$ cat src/rtl/vsm_pkg.sv
// Shared definitions for the VSM operand/result sequencer.
// Contents:
//   VSM_WIDTH    default datapath width of the arithmetic unit
//   vsm_state_e  controller state encoding
//   OP_ADD/SUB   values of Op / AddSub
package vsm_pkg;

   localparam int VSM_WIDTH = 4;

   typedef enum logic [2:0] {
      ST_IDLE    = 3'd0,
      ST_FETCH_A = 3'd1,
      ST_FETCH_B = 3'd2,
      ST_EXEC    = 3'd3,
      ST_DONE    = 3'd4,
      ST_ABORT   = 3'd5
   } vsm_state_e;

   localparam logic OP_ADD = 1'b0;   // B + A
   localparam logic OP_SUB = 1'b1;   // B - A

endpackage

$ cat src/rtl/vsm_flag_unit.sv
// Combinational carry / zero / signed-overflow evaluation of an arithmetic-unit
// result. The controller registers these values at capture time.
// Ports:
//   a, b     in  WIDTH  operands as driven to the arithmetic unit
//   result   in  WIDTH  value returned by the arithmetic unit
//   carry    in  1      carry out of the arithmetic unit (1 = no borrow on sub)
//   add_sub  in  1      OP_ADD or OP_SUB
//   flag_c   out 1      carry flag
//   flag_z   out 1      result is zero
//   flag_v   out 1      two's-complement overflow
module vsm_flag_unit
   import vsm_pkg::*;
#(
   parameter int WIDTH = VSM_WIDTH
) (
   input  logic [WIDTH-1:0] a,
   input  logic [WIDTH-1:0] b,
   input  logic [WIDTH-1:0] result,
   input  logic             carry,
   input  logic             add_sub,
   output logic             flag_c,
   output logic             flag_z,
   output logic             flag_v
);

   logic same_sign;
   logic res_sign_flip;

   assign same_sign     = (a[WIDTH-1] == b[WIDTH-1]);
   assign res_sign_flip = (result[WIDTH-1] != b[WIDTH-1]);

   assign flag_c = carry;
   assign flag_z = (result == '0);
   // Add overflows only with like-signed operands, subtract only with unlike
   // ones; in both cases the result sign departs from B's sign.
   assign flag_v = ((add_sub == OP_SUB) ? !same_sign : same_sign) && res_sign_flip;

endmodule

$ cat src/rtl/vsm_alu_controller.sv
// Operand and result sequencer for the VSM arithmetic unit. Fetches A then B
// from the internal bus, enables the arithmetic unit for SETTLE_CYCLES cycles,
// captures its result and flags, and signals completion via Busy/Done; a fetch
// that waits IB_TIMEOUT cycles without IbValid aborts with an Error pulse.
// Ports:
//   Clock, nReset          clock, asynchronous active-low reset
//   Start, Op              request and operation (0 add B+A, 1 sub B-A)
//   IB_In, IbValid         internal-bus operand and its valid strobe
//   IB_Alu, Carry          result and carry from the arithmetic unit
//   A, B, AddSub           operand registers and latched operation
//   EnableAlu, BusReq      arithmetic-unit enable, operand request
//   Acc, FlagC/Z/V         captured result and flags
//   Busy, Done, Error      status: not idle, completion pulse, timeout pulse
module vsm_alu_controller
   import vsm_pkg::*;
#(
   parameter int WIDTH         = VSM_WIDTH,
   parameter int SETTLE_CYCLES = 1,
   parameter int IB_TIMEOUT    = 15
) (
   input  logic             Clock,
   input  logic             nReset,
   input  logic             Start,
   input  logic             Op,
   input  logic [WIDTH-1:0] IB_In,
   input  logic             IbValid,
   input  logic [WIDTH-1:0] IB_Alu,
   input  logic             Carry,
   output logic [WIDTH-1:0] A,
   output logic [WIDTH-1:0] B,
   output logic             AddSub,
   output logic             EnableAlu,
   output logic             BusReq,
   output logic [WIDTH-1:0] Acc,
   output logic             FlagC,
   output logic             FlagZ,
   output logic             FlagV,
   output logic             Busy,
   output logic             Done,
   output logic             Error
);

   localparam int                WAIT_W      = $clog2(IB_TIMEOUT + 1);
   localparam logic [WAIT_W-1:0] WAIT_LAST   = WAIT_W'(IB_TIMEOUT - 1);
   localparam logic [2:0]        SETTLE_LAST = 3'(SETTLE_CYCLES - 1);

   vsm_state_e        state;
   vsm_state_e        state_nxt;
   logic [WAIT_W-1:0] wait_cnt;
   logic [2:0]        settle_cnt;
   logic              in_fetch;
   logic              capture;
   logic              flag_c;
   logic              flag_z;
   logic              flag_v;

   vsm_flag_unit #(.WIDTH(WIDTH)) u_flag (
      .a       (A),
      .b       (B),
      .result  (IB_Alu),
      .carry   (Carry),
      .add_sub (AddSub),
      .flag_c  (flag_c),
      .flag_z  (flag_z),
      .flag_v  (flag_v)
   );

   assign in_fetch = (state == ST_FETCH_A) || (state == ST_FETCH_B);
   assign capture  = (state == ST_EXEC) && (state_nxt == ST_DONE);

   always_comb begin
      state_nxt = state;
      case (state)
         ST_IDLE, ST_DONE: begin
            if (Start)
               state_nxt = ST_FETCH_A;
            else
               state_nxt = ST_IDLE;
         end
         ST_FETCH_A: begin
            if (IbValid)
               state_nxt = ST_FETCH_B;
            else if (wait_cnt == WAIT_LAST)
               state_nxt = ST_ABORT;
         end
         ST_FETCH_B: begin
            if (IbValid)
               state_nxt = ST_EXEC;
            else if (wait_cnt == WAIT_LAST)
               state_nxt = ST_ABORT;
         end
         ST_EXEC: begin
            if (settle_cnt == SETTLE_LAST)
               state_nxt = ST_DONE;
         end
         ST_ABORT: state_nxt = ST_IDLE;
         default:  state_nxt = ST_IDLE;
      endcase
   end

   always_ff @(posedge Clock or negedge nReset) begin
      if (!nReset) begin
         state      <= ST_IDLE;
         wait_cnt   <= '0;
         settle_cnt <= '0;
         A          <= '0;
         B          <= '0;
         AddSub     <= 1'b0;
         EnableAlu  <= 1'b0;
         Acc        <= '0;
         FlagC      <= 1'b0;
         FlagZ      <= 1'b0;
         FlagV      <= 1'b0;
      end else begin
         state <= state_nxt;

         // Both counters restart on every state change, so each fetch gets a
         // full timeout window and each EXEC a full settle window.
         if (state_nxt != state)
            wait_cnt <= '0;
         else if (in_fetch)
            wait_cnt <= wait_cnt + 1'b1;

         if (state_nxt != state)
            settle_cnt <= '0;
         else if (state == ST_EXEC)
            settle_cnt <= settle_cnt + 1'b1;

         if ((state == ST_IDLE || state == ST_DONE) && Start)
            AddSub <= Op;
         if (state == ST_FETCH_A && IbValid)
            A <= IB_In;
         if (state == ST_FETCH_B && IbValid)
            B <= IB_In;

         // Registered enable: high exactly for the cycles spent in EXEC.
         EnableAlu <= (state_nxt == ST_EXEC);

         if (capture) begin
            Acc   <= IB_Alu;
            FlagC <= flag_c;
            FlagZ <= flag_z;
            FlagV <= flag_v;
         end
      end
   end

   assign BusReq = in_fetch;
   assign Busy   = (state != ST_IDLE);
   assign Done   = (state == ST_DONE);
   assign Error  = (state == ST_ABORT);

endmodule
$ cat config.mk
export PLATFORM = sky130hd
export DESIGN_NAME = vsm_alu_controller
export DESIGN_NICKNAME = d
export VERILOG_FILES = /design/src/rtl/vsm_pkg.sv /design/src/rtl/vsm_flag_unit.sv /design/src/rtl/vsm_alu_controller.sv
export SDC_FILE = /design/constraint.sdc
export NUM_CORES = 1
export LEC_CHECK = 0
export ABC_AREA = 1
export CELL_PAD_IN_SITES_DETAIL_PLACEMENT = 1
export CELL_PAD_IN_SITES_GLOBAL_PLACEMENT = 1
export CORE_AREA = 3 3 81 52
export CTS_CLUSTER_SIZE = 28
export DETAILED_ROUTE_END_ITERATION = 8
export DIE_AREA = 0 0 84 55
export GPL_TIMING_DRIVEN = 0
export PLACE_DENSITY = 0.82
export SYNTH_ARGS = -nofsm -noshare
export SYNTH_HDL_FRONTEND = slang
export SYNTH_HIERARCHICAL = 1
export SYNTH_SLANG_ARGS = --single-unit
$ cat constraint.sdc
create_clock -name Clock -period 4.9 [get_ports Clock]
set_clock_uncertainty 0.15 [all_clocks]
set_input_delay 0.735 -clock Clock [delete_from_list [all_inputs] [get_ports Clock]]
set_output_delay 0.735 -clock Clock [all_outputs]
set_load 0.005 [all_outputs]
; ---- Word level (Yosys, flattened, before mapping)
; Cells that the tools add are included.
[word_totals]
output_inout_bits = 21
ramBits = 0
rom_bits = 0
register_bits = 27
mem_count = 0
in_bits = 14
latchBits = 0
elab_cells = 50
[op_classes]
shift = 0
add_sub_neg = 2
order_cmp = 0
n_mux = 11
bitwise_logic = 0
n_eq_ne = 11
div_mod_pow = 0
n_mul = 0
n_reduce_logical = 15
[op_table]
columns = operator, n
row1 = two-way mux 3 bit, 6
row2 = one-hot mux 3 bit (4 select lines), 1
row3 = "equality test 3 x 2 -> 1 bit, second input constant", 3
row4 = "equality test 3 bit, second input constant", 3
row5 = two-way mux 4 bit, 2
row6 = zero test 3 bit, 2
row7 = logical AND 1 bit, 5
row8 = "adder 4 x 1 -> 4 bit, second input constant", 1
row9 = "equality test 4 bit, second input constant", 1
row10 = zero test 4 bit, 1
row11 = nonzero test 2 bit, 2
row12 = "adder 3 x 1 -> 3 bit, second input constant", 1
row13 = "equality test 3 x 1 -> 1 bit, second input constant", 1
row14 = != test 3 bit, 1
row15 = nonzero test 3 bit, 1
row16 = logical OR 1 bit, 2
row17 = two-way mux 1 bit, 2
row18 = OR reduction 2 bit, 1
row19 = equality test 1 bit, 1
row20 = zero test 1 bit, 1
row21 = != test 1 bit, 1

; ---- Logic depth before layout (Yosys ltp)
[logic_depth]
ltp_word = 6
ltp_mapped = 10
mapped_depth_nobuf = 10

; ---- Cells and area by module
; The synthesis kept the hierarchy.
[by_module_without_submodules]
columns = mod, cells_per_inst, n_inst, seq_area_each_um2, area_per_inst_um2
row1 = vsm_alu_controller, 123, 1, 675.6, 1300.0
row2 = vsm_flag_unit, 16, 1, 0.0, 71.3

; ---- Worst setup path after synthesis
; OpenSTA, ideal clock, no wires.
[synth_timing]
path_kind = flip-flop to output port
start = register state[2]
end = output BusReq
required_time_ns = 4.015
stages_incl_launch_ff = 4
arrival_ns = 0.807
n_path_buf = 0
slack_ns = 3.208
path_cell_list = dfrtp_1 > inv_2 > nand3_1 > nand2_4
[synth_between]
elab_chain_cells = 2
word_cells_on_any_way = 3
classes_between = eq/ne (2) / reduce/logical (1)
[synth_lines]
columns = element, line_no
row1 = start: declaration, vsm_alu_controller.sv:47  ; vsm_state_e state;
row2 = start signal: assignment, vsm_alu_controller.sv:115  ; state <= state_nxt;
row3 = equality test 3 x 1 -> 1 bit / equality test 3 x 2 -> 1 bit (equally long branches), vsm_alu_controller.sv:68  ; assign in_fetch = (state == ST_FETCH_A) || (state == ST_FETCH_B);
row4 = logical OR 1 bit (*), vsm_alu_controller.sv:68
row5 = end: declaration, vsm_alu_controller.sv:33  ; output logic BusReq,
; Every way passes the cells marked *; elsewhere a longest branch is shown, timed or not.

; ---- Worst setup path in the final report
; Ends and elaborated chain as after synthesis.

==> metrics <==
status finished, final reports clean; Port Buffer Count 33; TNS Setup 0 ps; routability cong. about 0.7; Reg clk slew, reported paths 90 ps; flops & latches, synth 27; fin cells roughly 220; CTS tree yes; CTS Sinks 27; syn nets about 160; Die Y roughly 55 microns; Worst Tran Pin Value 618 ps; leading cell type in the layout, fill and taps excluded clkdlybuf4s50_1; Yosys top cell area share about 49%; post-layout min period 2600 ps; Crit. End Element output pin; P&R area growth vs syn 31.3%; Pwr Density between 500 and 600 nW/um^2; Final setup viols 0; WL final approximately 3.2 mm; Mapped Area approximately 1400 sq um; Synth Area per Inst a little under 10 sq um; die width about 84 microns; data arrival time of the worst path around 1700 ps; Min Hold Slack 318 ps; share of cells above drive strength 1 ~18%; CP startpoint kind flop; drt first pass iters 4; Max Fclk approximately 0.38 GHz; Root Buffer clkbuf_8; Top FF cell, synth dfrtp_1; clk buf depth 2; post-synthesis sequential area ratio between 40% and 50%; critical path type flop to output pin; worst path required time ~4000 ps; Slew HR roughly three fifths; Post-DP HPWL 2.47 mm; Worst Hold Class primary input to asynchronous set/reset pin; area leader, netlist dfrtp_1; leading cell types in the layout, fill and taps excluded 32 x clkdlybuf4s50_1, 27 x dfrtp_1, 24 x nand2_1; Ant. Diodes 0; Leakage roughly 0.85 nW; Synth cell types 24; Synth async-reset ratio 100%; number of vias per cell between 4 and 5; synthesized netlist cell count ~140; Post-synth EDFFs 0; die area 4620 sq um; fin crit share between 50% and 60%; Max Slew Vio Count 0; Remaining DRCs 0; Worst-Skew Late Latency 270 ps; htree depth 1; number of cell rows 17; I/O pins 35; most area-consuming cells after synthesis dfrtp_1 49%, nand2_1 6.6%, inv_1 5.2%; total gr overflow 0; Hold Violations, Final 0; post-CTS resize count 0; CTS buffer count 3; Starting Density a little under two fifths; largest net degree at the start of global routing 28; Yosys warnings 6; VDD IR-drop max approximately 0.24 mV; CP Max Fanout 9; vias in the first global route between 1k and 1.5k; via count 1,033; core area ~3600 sq um; Tot Pwr roughly 0.001 W; fin nets around 200; GRT Total Usage between 10% and 20%; Post-Route Utilization approximately half; unrepaired setup endpoints after global routing no; total of max-cap violations 0; Antenna Violating Nets Remaining 0; first-pass GRT wire length between 5 and 6 mm; DRT iter0 DRCs 31; antenna violations before repair 0; fill cell count between 400 and 500; placed cell count 219; post-DR wirelength/cell between 10 and 15 microns; Post-CTS Setup Bufs 0; # hold bufs at CTS 0
## metal layers
metal	vias up	wire length [microns]	global-route usage [%]
li1	511	-	-
met1	492	1450	18.0
met2	30	1450	25.9
met3	0	262	6.07
met4	0	0	1.60
met5	-	0	0
## cell type report
class	count	area (sq um)	share of cell area (%)
Tap cell	47	58.8	3.27
Multi-Input combinational cell	88	596	33.1
Clock buffer	4	45.0	2.50
Timing Repair Buffer	33	325	18.1
Buffer	2	15.0	0.834
Sequential cell	27	676	37.5
Inverter	22	85.1	4.73
## flip-flops by register name, summed over array words and instances, names as in the netlist
name and cells:
FlagC 1, AddSub 1, Acc 4, state 3, A 4, settle_cnt 3
EnableAlu 1, B 4, FlagZ 1, FlagV 1, wait_cnt 4
## through the flow
| step | worst slack, ps | instance area, sq um |
|---|---|---|
| detailed placement | 2510 | 1760 |
| finish | 2300 | 1800 |
| global placement | 2560 | 1760 |
| CTS | 2270 | 1810 |
| floorplan | 3210 | 1370 |
| global route | 2200 | 1800 |
## cells in the mapped netlist, types with 2 or more instances
master / instances
mux2_2: 6
mux2_1: 2
nor3_1: 2
inv_1: 19
o21ai_0: 11
buf_4: 2
nand4_1: 2
nand3_4: 2
ha_1: 4
inv_2: 2
nand3_2: 3
xor2_1: 5
nand2_1: 24
nand2_2: 4
nand3_1: 4
nor2_4: 2
nor2_1: 10
nand2_4: 3
dfrtp_1: 27
## power by group
| group | switching (W) | internal [W] |
|---|---|---|
| sequential | 0.0000687 | 0.000310 |
| combinational | 0.000257 | 0.000268 |
| clock | 0.0000663 | 0.0000582 |
| total | 0.000392 | 0.000637 |
## worst paths after layout
path | slack (ps) | from | cells after the start | end
worst min register to register | 350 | B[2] | 2 | B[2]
min in group Clock | 350 | B[2] | 2 | B[2]
worst max register to register | 3120 | settle_cnt[0] | 9 | wait_cnt[1]
max in group asynchronous | 3880 | nReset | 1 | A[3]
worst min-delay path | 320 | nReset | 1 | FlagC
worst max-delay path | 2300 | state[2] | 4 | BusReq
## critical path, cell delays in order (launching register included)
cell	delay, ps
dfrtp_1	430
inv_2	190
nand3_1	160
nand2_4	140
clkdlybuf4s50_1	520
## logic make-up after synthesis
logic type / share of synthesized area (%)
AO/OA/AOI/OAI: 4.38
XOR/XNOR: 3.19
adder cells (fa/ha/maj): 3.65
buffers and inverters: 7.30
flip-flops: 49.3
multiplexers: 6.57
AND/OR/NAND/NOR: 25.6
Note: power is estimated with default switching activity, not from simulation.
==> RTL edit 1: new RTL, same flow settings <==
Put a register stage on the outputs `BusReq`, `Busy`, `Done` and `Error`. The values now appear one clock later. The other outputs are not delayed to match. Comments in the files are not updated.
--- a/src/rtl/vsm_alu_controller.sv
+++ b/src/rtl/vsm_alu_controller.sv
@@ -145,9 +145,11 @@
       end
    end
 
-   assign BusReq = in_fetch;
-   assign Busy   = (state != ST_IDLE);
-   assign Done   = (state == ST_DONE);
-   assign Error  = (state == ST_ABORT);
+   always_ff @(posedge Clock) begin
+      BusReq <= in_fetch;
+      Busy   <= (state != ST_IDLE);
+      Done   <= (state == ST_DONE);
+      Error  <= (state == ST_ABORT);
+   end
 
 endmodule
Function: changed (Yosys sat finds a counterexample within 4 cycles, from zero or initial values and one cycle with nReset low).
==> RTL edit 1 against the original RTL <==
- via count grew 5.1%
- design area grew 8.5%
- register-to-register slack better by 0.03 ns
- worst setup slack improved by 0.48 ns
- total power up 17%
- sequential power increased by 12%
- wire length fell by 0.66%
- area after synthesis increased by 5.8%
- sequential cell count is 4 higher
- critical path type unchanged
- largest power group unchanged
==> RTL edit 1: results (changes against the original RTL) <==
metric,value,unit,change
Tot GR Track Use,0.148,,+0.00106
"Reg clk slew, reported paths",0.07,ns,-0.02 ns
Fillers,388,,-4.2%
sequential area share after synthesis,0.521,,+0.0280
DR iter-0 viols,37,,+19%
Max stage delay on crit path,0.54,ns,+0.02 ns
HPWL after detailed placement,2480,um,about the same
Lkg Pwr,0.918,nW,+8.4%
worst r2r dst,settle_cnt[2],,
Worst Setup SP,B[3],,
Synth Area in Compound Gates,0.0414,,-0.00242
"reg-to-reg slack, setup",3.15,ns,+0.03 ns
CP Max Fanout,4,,-5
WL final,3140,um,-0.66%
Commonest cells post-synth,"dfrtp_1, nand2_1, inv_1",,
mux contribution to synthesized area,0.0621,,-0.00362
post-layout min period,2.11,ns,-0.484 ns
asr flop ratio synth,0.871,,-0.129
First-pass DRT Iterations,4,,unchanged
Inst Count DP,223,,+1.8%
setup violators final,0,,unchanged
Setup crit end,B[3],,
first-pass GRT wire length,5070,um,-4.8%
Resized Gates After CTS,0,,unchanged
Slew headroom,0.602,,+0.0141
worst path arrival time,1.23,ns,-0.48 ns
later-pin clock latency in the skew report,0.28,ns,
RR Startpoint,settle_cnt[0],,
Netlist cell types,25,,+4.2%
initial antenna violation count,0,,unchanged
Nets,201,,+3.1%
Post-Synthesis Net Count,161,,+2.5%
detailed-route via count,1086,,+5.1%
crit-path leading delay family,buffers and inverters,,
worst vdd ir,0.304,mV,+28%
Syn. warnings,6,,unchanged
fraction of final layout cells sized beyond drive strength 1,0.196,,+0.0195
total setup buffers inserted after CTS,0,,unchanged
RD Place Congestion,0.817,,+18%
Synth area leaders,"dfrtp_1, nand2_1, dfxtp_1",,
Syn Inst Count,143,,+2.9%
H-tree depth,2,,+1
Worst path slowest cell,clkdlybuf4s50_1,,
Adder-Cell Fraction of Synth Area,0.0345,,-0.00201
XOR/XNOR Fraction of Synth Area,0.0302,,-0.00176
wire per inst,13.6,um,-4.1%
CTS Buf Count,5,,+2
status,completed,,
==> RTL edit 1: changes by cell type after synthesis, sizes merged <==
cell	delta
dfxtp	+4
==> RTL edit 1: report_power, final <==
| group | leakage (nW) | switching [mW] | internal [mW] |
|---|---|---|---|
| combinational | 0.479 | 0.254 | 0.262 |
| clock | 0.0612 | 0.0951 | 0.164 |
| sequential | 0.378 | 0.0695 | 0.355 |
| total | 0.918 | 0.419 | 0.781 |
==> RTL edit 1: worst min path at each step <==
stage	start	endpoint	slack, ns	depth (start not counted)
6_report	nReset	EnableAlu	0.30	1
5_1_grt	nReset	wait_cnt[0]	0.35	1
4_1_cts	B[1]	B[1]	0.34	2
3_5_place_dp	B[1]	B[1]	0.33	2
3_3_place_gp	A[2]	A[2]	0.32	2
2_1_floorplan	nReset	A[0]	0.29	0
==> RTL edit 1: cells by family after synthesis <==
logic type | after synthesis
adders and majority gates | 4
DFF | 31
muxes | 8
and+or+nand+nor | 59
AOI/OAI and AO/OA | 12
buffers and inverters | 24
xor gates and xnor gates | 5
==> RTL edit 1: final cells by class <==
| type | count | share of cell area |
|---|---|---|
| Tap cell | 47 | 0.0301 |
| Multi-Input combinational cell | 88 | 0.305 |
| Inverter | 22 | 0.0436 |
| Buffer | 2 | 0.00769 |
| Sequential cell | 31 | 0.387 |
| Clock inverter | 2 | 0.0179 |
| Clock buffer | 6 | 0.0423 |
| Timing Repair Buffer | 33 | 0.167 |
==> RTL edit 1: metal layers <==
layer	global-route usage	part of all wire	vias to the layer above
met5	0	0	-
met2	0.248	0.48	33
met4	0.0722	0.014	0
met1	0.170	0.43	515
li1	-	-	531
met3	0.0621	0.081	7
==> RTL edit 1: metrics by stage <==
step	worst slack (ns)	hold WS, ns	cell area (um^2)	power (mW)	utilization
2_1_floorplan	3.33	0.289	1450	0.709	-
3_3_place_gp	2.54	0.317	1840	0.921	0.512
3_5_place_dp	2.53	0.327	1840	0.959	0.512
4_1_cts	2.76	0.343	1960	1.22	0.545
5_1_grt	2.73	0.350	1950	1.30	0.543
6_report	2.79	0.302	1950	1.20	0.543
==> RTL edit 2: new RTL, same settings <==
Without the edit above. The package constant `VSM_WIDTH` goes from 4 to 3.
--- a/src/rtl/vsm_pkg.sv
+++ b/src/rtl/vsm_pkg.sv
@@ -5,7 +5,7 @@
 //   OP_ADD/SUB   values of Op / AddSub
 package vsm_pkg;
 
-   localparam int VSM_WIDTH = 4;
+   localparam int VSM_WIDTH = 3;
 
    typedef enum logic [2:0] {
       ST_IDLE    = 3'd0,
Ports: changed (5 resized); port bits go from 35 to 30. No check against the original RTL was run, so the function may have changed too.
==> RTL edit 2 against the original RTL <==
- worst setup slack improved by 0.015 ns
- cell count is 4.0% lower
- total power fell by 4.9%
- core utilization fell by 3.1 points
- sequential cell count down 3
- via count decreased by 3.9%
- area after synthesis is 6.7% lower
- design area fell by 6.1%
- wire length is 9.5% lower
- sequential share of layout area shrank 2.0 points
- worst hold slack improved by 0.035 ns
- largest cell class unchanged
==> RTL edit 2: results (changes against the original RTL) <==
metric,value,unit,change
Final non-clock buffer share,0.177,,-0.0121
vias in the first global route,1026,,-7.2%
fraction of final layout cells sized beyond drive strength 1,0.246,,+0.0694
inverters,21,,-4.5%
sequential area share after synthesis,0.469,,-0.0235
HPWL after detailed placement,2310,um,-6.8%
sequential cell count,24,,-11%
Worst Setup SP,state[0],,
Storage cell area,601,um^2,-11%
Hold WS,0.353,ns,+0.0350 ns
IO buf count,28,,-15%
fin cells,214,,-4.0%
metal2 WL,1370,um,-5.5%
Clock power frac,0.177,,+0.056
RD Place Congestion,0.827,,+19%
wire per inst,13.4,um,-5.7%
worst vdd ir,0.249,mV,+5.3%
CP Max Fanout,8,,-1
count of non-CTS buffers in the layout,30,,-14%
Clk. pwr,173,uW,+40%
Commonest cells post-synth,"nand2_1, dfrtp_1, inv_1",,
Worst Tran Pin Value,1.09,ns,+0.470 ns
M1 GR Usage,0.164,,-0.0155
clkbuf count,3,,-1
Tot GR Track Use,0.130,,-0.0169
Lkg Pwr,0.805,nW,-4.9%
met3 Usage GRT,0.0459,,-0.0148
Worst Reg-to-Reg Cells,11,,+2
Nets,184,,-5.6%
WL met3,157,um,-40%
Hold WC Path Type,register to register,,
post-layout min period,2.58,ns,-0.0148 ns
"reg-to-reg slack, setup",3.20,ns,+0.08 ns
Area after DPL,1620,um^2,-8.0%
Via density,4.64,,+0.17%
Post-Synthesis Net Count,151,,-3.8%
worst r2r dst,wait_cnt[3],,
Inst Count DP,210,,-4.1%
clock network area share,0.0422,,+0.0172
WL met1,1340,um,-8.0%
largest net degree at the start of global routing,25,,-11%
sequential power,318,uW,-16%
Fillers,418,,+3.2%
Psw,362,uW,-7.7%
synthesized area per cell,9.48,um^2,-3.9%
Netlist cell types,21,,-13%
setup slack at placement,2.54,ns,+0.0340 ns
status,completed,,
first-pass GRT wire length,4720,um,-11%
multi-input combinational area share,0.343,,+0.0119
## RTL edit 2: cell count changes in the layout (fill, tap and decap cells not counted), moves of 2 or more
cell | before | now
clkdlybuf4s50_1 | 32 | 28
dfrtp_1 | 27 | 24
mux2_1 | 2 | 0
nand2_1 | 24 | 27
nand2_2 | 4 | 7
nand3_2 | 3 | 5
nand3_4 | 2 | 0
nor2_1 | 10 | 2
nor2_2 | 1 | 9
o21ai_0 | 11 | 8
## RTL edit 2: logic make-up (layout without fill, tap and decap cells)
family	Yosys count	in the layout	share of synthesized area
AO/OA/AOI/OAI	8	8	0.0313
XOR/XNOR	5	5	0.0342
adder cells (fa/ha/maj)	4	4	0.0391
buffers and inverters	23	55	0.0782
flip-flops	24	24	0.469
multiplexers	7	7	0.0616
AND/OR/NAND/NOR	64	64	0.286
## RTL edit 2: worst min-delay path: cells and delay by family, from the launching register on
family             cells  cell delay, ns
DFF                    1            0.36
and+or+nand+nor        1            0.05
AOI/OAI and AO/OA      1            0.06
